--- config.mk ---
export PLATFORM = sky130hd
export DESIGN_NAME = countdown_timer_k
export DESIGN_NICKNAME = d
export VERILOG_FILES = /design/src/rtl/countdown_timer_k.sv
export SDC_FILE = /design/constraint.sdc
export NUM_CORES = 1
export LEC_CHECK = 0
export BUFFER_PORTS_ARGS = -buffer_cell sky130_fd_sc_hd__buf_2
export CAP_MARGIN = 15
export CORE_ASPECT_RATIO = 0.5
export CORE_MARGIN = 10
export CORE_UTILIZATION = 25
export DETAILED_ROUTE_END_ITERATION = 16
export GPL_TIMING_DRIVEN = 1
export PLACE_DENSITY_LB_ADDON = 0.2
export SYNTH_ARGS = -nofsm -noshare
export SYNTH_HDL_FRONTEND = slang
export SYNTH_SLANG_ARGS = --single-unit
--- constraint.sdc ---
create_clock -name clk -period 3.46 [get_ports clk]
set_input_delay 0.519 -clock clk [delete_from_list [all_inputs] [get_ports clk]]
set_output_delay 0.519 -clock clk [all_outputs]
set_load 0.03 [all_outputs]
--- src/rtl/countdown_timer_k.sv ---
// Loadable modulo-K down-counter with one-cycle borrow pulse, one-shot or periodic reload.
// Define COUNTDOWN_PRESCALE_EN to count only every PRESCALE-th enabled cycle.
module countdown_timer_k #(
  parameter int K = 20
`ifdef COUNTDOWN_PRESCALE_EN
  , parameter int PRESCALE = 4
`endif
  , localparam int N = $clog2(K)
) (
  input  logic         clk,
  input  logic         aclr_n,
  input  logic         load,
  input  logic [N-1:0] load_val,
  input  logic         enable,
  input  logic         periodic,
  output logic [N-1:0] q,
  output logic         borrow,
  output logic         busy
);

  typedef enum logic {IDLE, RUN} state_t;

  localparam logic [N-1:0] Q_MAX = N'(K - 1);

  state_t       state;
  logic [N-1:0] reload;
  logic         mode;
  logic         tick;

  function automatic logic [N-1:0] clamp_k(input logic [N-1:0] v);
    return (v > Q_MAX) ? Q_MAX : v;
  endfunction

`ifdef COUNTDOWN_PRESCALE_EN
  localparam int PW = $clog2(PRESCALE);
  localparam logic [PW-1:0] PRE_LAST = PW'(PRESCALE - 1);

  logic [PW-1:0] pre_cnt;

  assign tick = enable && (pre_cnt == PRE_LAST);

  // Divider only advances on enabled RUN cycles and restarts from zero on every load.
  always_ff @(posedge clk or negedge aclr_n) begin
    if (!aclr_n) begin
      pre_cnt <= '0;
    end else if (load || (state != RUN)) begin
      pre_cnt <= '0;
    end else if (enable) begin
      pre_cnt <= tick ? '0 : pre_cnt + 1'b1;
    end
  end
`else
  assign tick = enable;
`endif

  always_ff @(posedge clk or negedge aclr_n) begin
    if (!aclr_n) begin
      q      <= '0;
      reload <= '0;
      mode   <= 1'b0;
      borrow <= 1'b0;
      state  <= IDLE;
    end else if (load) begin
      q      <= clamp_k(load_val);
      reload <= clamp_k(load_val);
      mode   <= periodic;
      borrow <= 1'b0;
      state  <= RUN;
    end else begin
      borrow <= 1'b0;
      if ((state == RUN) && tick) begin
        if (q != '0) begin
          q <= q - 1'b1;
        end else begin
          // Terminal count: pulse, then reload or stop with q parked at zero.
          borrow <= 1'b1;
          if (mode) q <= reload;
          else      state <= IDLE;
        end
      end
    end
  end

  assign busy = (state == RUN);

endmodule
[Word level (Yosys, flattened, before mapping)]
Index checks and enable logic that the tools add are counted.
Operators by class
  equal/unequal tests: 2
  add/subtract/negate cells: 1
  reductions and logical operators: 6
  mux-type cells: 12
  magnitude comparators: 1
Operators with widths (number)
  two-way mux 5 bit: 5
  two-way mux 1 bit: 7
  > comparator 5 bit, second input constant: 1
  nonzero test 5 bit: 1
  subtractor 5 x 1 -> 5 bit, second input constant: 1
  inequality test 2 bit, second input constant: 2
  AND reduction 3 bit: 1
  nonzero test 3 bit: 1
  AND reduction 2 bit: 1
  nonzero test 2 bit: 1
  logical AND 1 bit: 1
Storage, ports and cells
  logic and storage cells: 27
  output and inout bits: 7
  input bits: 10
  register bits: 13

[Longest topological paths before layout]
  word-level depth: 4
  depth in mapped cells: 6
  gate-level depth less buffers: 6

[Least setup slack after synthesis]
Ideal clock, no wire load.
  path kind: flip-flop to flip-flop
  start point: register q[0]
  end point: register q[0]
  data required time: 3.337 ns
  cell stages (with the launch flop): 7
  slack: 1.615 ns
  clock period less this slack: 1.845 ns
  setup time: 0.123 ns
  arrival: 1.722 ns
  buffers on the path: 0
  cells stage by stage: dfrtp_1 > inv_1 > ha_1 > or4b_4 > nor3_1 > a21oi_1 > o221a_1
Between the ends
  word-level cells in the longest chain between the ends: 4
  elaborated cells between the ends (all ways): 7
  those cells by class: add/sub: 1; mux: 3; reduce/logical: 3
RTL lines
  start: declaration: line 16  | output logic [N-1:0] q,
  start signal: assignment: line 64  | q <= clamp_k(load_val);
  start signal: assignment: line 73  | q <= q - 1'b1;
  start signal: assignment: line 77  | if (mode) q <= reload;
  subtractor 5 x 1 -> 5 bit or nonzero test 5 bit (tied branches): line 73, 72
  two-way mux 5 bit: line 72  | if (q != '0) begin
  two-way mux 5 bit: line 71  | if ((state == RUN) && tick) begin
  two-way mux 5 bit: line 63  | end else if (load) begin
Parallel ways exist; a longest one is shown, timed or not. The select of a mux whose other input is x is not followed.
A chain may end at the register's enable or synchronous reset.

[Worst setup path in the final report]
Ends and elaborated chain as after synthesis.

==> flow_summary.yaml <==
yosys:
  yosysTopAreaCell: "dfrtp_1"
  yosysUniqueCellTypes: 28
  netlist_area_um2: 686
  netlist.area_leader.share: 0.474
  yosysWarnings: 0
  ys_seq_area_frac: 0.474
  syn_inst: 73
  ys_ff_latch: 13
  yosys-top-cells-area: "dfrtp_1 (47%), o21ai_1 (5.1%), nand2_1 (3.8%)"
  synth.avg_cell_area_um2: 9.39
  syn_nets: 84
worst_setup_path:
  rrSetupSlack_ns: 1.60
  worstPathArrival_ns: 2.00
  start_kind: "register"
  worstPathMaxFanout: 7
  endpoint_kind: "register"
  worstSetupPathType: "register to register"
  crit_required_ns: 3.60
clock_tree:
  cts_tree: "yes"
  cts_buffers: 3
  clkLatencyLatePin_ns: 0.25
  clk_pin_slew_worst_paths_ns: 0.06
  cts_sinks: 13
  cts_resized: 0
  cts_hold_buf: 0
  cts_buffer_depth: 2
  cts_setup_buffers: 0
  ctsHtreeMaxLevel: 1
  cts_root_buf: "clkbuf_8"
floorplanning:
  dieHeight_um: 57.0
  coreArea_mm2: 0.00260
  start_util: 0.263
  die_area_mm2: 0.00536
  io-pin-count: 17
  num_rows: 13
  die_w_um: 94.1
timing:
  setup_viol: 0
  rsz0062_at_grt: "false"
  post-route-period-util: 0.537
  max_slew_margin: 0.652
  slew_violations: 0
  fin_crit_ns: 1.86
  finClkSkew_ns: 0.00423
  tightest_slew_ns: 0.523
  tns_ns: 0
  hold_violations: 0
  fmax_mhz: 538
  worst_hold_slack_ns: 0.144
flow_run:
  cap_viol_max_count: 0
placed_design:
  placed_area_um2: 793
  dp_cells: 123
  gp_congestion: 0.724
  hpwl_um: 1280
  io_buffers: 16
global_routing:
  antenna_found_initial: 0
  use_met1: 0.0787
  busiest_layer: "met2"
  grt_pass1_wl_um: 2750
  grtUsageTotal: 0.0661
  grt_remaining_overflow: 0
  met3_usage: 0.0300
  grt_use_met2: 0.0989
  first_global_vias: 526
  grt_max_degree: 21
power_and_ir_drop:
  peakVddDrop_mv: 0.156
  swShare: 0.327
  combPwrFrac: 0.231
  power.leakage_nw: 0.364
  pwr_density_cell_mw_per_mm2: 514
  p_sw_mw: 0.141
  clkPwrFrac: 0.323
  p_total_mw: 0.431
  p_seq_frac: 0.446
  p_int_mw: 0.290
route:
  drtIter0Drc: 50
  drt-total-wl_um: 1660
  drc: 0
  via_per_inst: 4.51
  firstDrtPassIters: 2
  wl_per_cell_um: 13.1
  vias: 573
  antenna_left: 0
cells_and_area:
  final_cell_count_no_fill: 127
  final_nets: 102
  area_growth_pct: 22.3
  drive_gt1_frac: 0.244
  diodes: 0
  fin_area_um2: 838
hold_path:
  holdCritPathClass: "input port to async pin"
status:
  status: "completed"
power by group through the flow:
stage	Clock [mW]	Combinational, mW	Sequential [mW]
after floorplan	0	0.0560	0.209
after global placement	0	0.103	0.195
after detailed placement	0	0.101	0.195
after CTS	0.141	0.102	0.192
after global routing	0.152	0.111	0.195
final	0.139	0.0995	0.192
Yosys cell counts:
| library cell | number |
|---|---|
| a211o_1 | 1 |
| a211oi_1 | 1 |
| a21o_1 | 1 |
| a21oi_1 | 5 |
| a31oi_1 | 2 |
| buf_6 | 1 |
| clkbuf_1 | 2 |
| dfrtp_1 | 13 |
| ha_1 | 1 |
| inv_1 | 6 |
| mux2_1 | 1 |
| mux2i_1 | 1 |
| nand2_1 | 7 |
| nand2b_1 | 3 |
| nand3_1 | 1 |
| nor2_1 | 5 |
| nor2b_1 | 1 |
| nor3_1 | 3 |
| nor4b_1 | 2 |
| nor4b_2 | 1 |
| o211ai_1 | 1 |
| o21a_1 | 2 |
| o21ai_0 | 1 |
| o21ai_1 | 7 |
| o221a_1 | 1 |
| o31ai_1 | 1 |
| or2_2 | 1 |
| or4b_4 | 1 |
stage by stage:
stage,utilization,worst slack (ns)
6_report,0.322,1.60
3_3_place_gp,0.305,1.64
3_5_place_dp,0.305,1.64
2_1_floorplan,-,1.62
5_1_grt,0.322,1.46
4_1_cts,0.322,1.62
cells by family (layout without fill, tap and decap cells):
| family | Yosys count | count (layout) | share of synthesized area |
|---|---|---|---|
| simple gates | 25 | 25 | 0.208 |
| compound gates | 23 | 23 | 0.208 |
| flops | 13 | 13 | 0.474 |
| buf+inv | 9 | 26 | 0.0602 |
| mux | 2 | 2 | 0.0310 |
| fa+ha+maj | 1 | 1 | 0.0182 |
worst max-delay path: stages, from the launching register on:
cell and delay, ns:
dfrtp_1 0.44, inv_1 0.08, ha_1 0.22, nor4b_2 0.41, a21oi_1 0.28, o221a_1 0.31
cells in the final DEF (no fill, tap or decap):
cell type	count
nor4b_1	2
nand3_1	1
nor3_1	3
a21oi_1	5
nand2b_1	3
o21ai_0	1
clkbuf_1	1
o221a_1	1
or4b_4	1
mux2i_1	1
a211oi_1	1
o21a_1	2
buf_2	16
dfrtp_1	13
ha_1	1
nand2_1	7
inv_1	6
mux2_1	1
o31ai_1	1
a21o_1	1
nor4b_2	1
a31oi_1	2
o211ai_1	1
a211o_1	1
nor2_1	5
o21ai_1	7
clkbuf_8	3
nor2b_1	1
or2_2	1
layer usage:
layer | wire length [um] | vias to the layer above | part of all wire
met5 | 0 | - | 0
met4 | 35 | 0 | 0.021
met3 | 56 | 4 | 0.034
met2 | 769 | 7 | 0.46
met1 | 802 | 268 | 0.48
li1 | - | 294 | -
cell type report:
type	instances	area, um2
well taps	37	46.3
inverters	6	22.5
fillers	280	1760
multi-input cells	51	319
clock buffers	4	45.0
repair buffers	16	80.1
flip-flops and latches	13	325
flip-flops by register name (all words and copies together) (netlist names):
name    flops
mode        1
q           5
busy        1
reload      5
borrow      1
final timing paths:
path / startpoint / end / cells after the start
worst max register to register: q[0] / q[0] / 5
worst max-delay path: q[0] / q[0] / 5
worst min-delay path: aclr_n / q[0] / 1
worst min register to register: reload[4] / reload[4] / 1
max in group asynchronous: aclr_n / q[1] / 1
min in group clk: periodic / mode / 3
(Power assumes the default switching activity.)
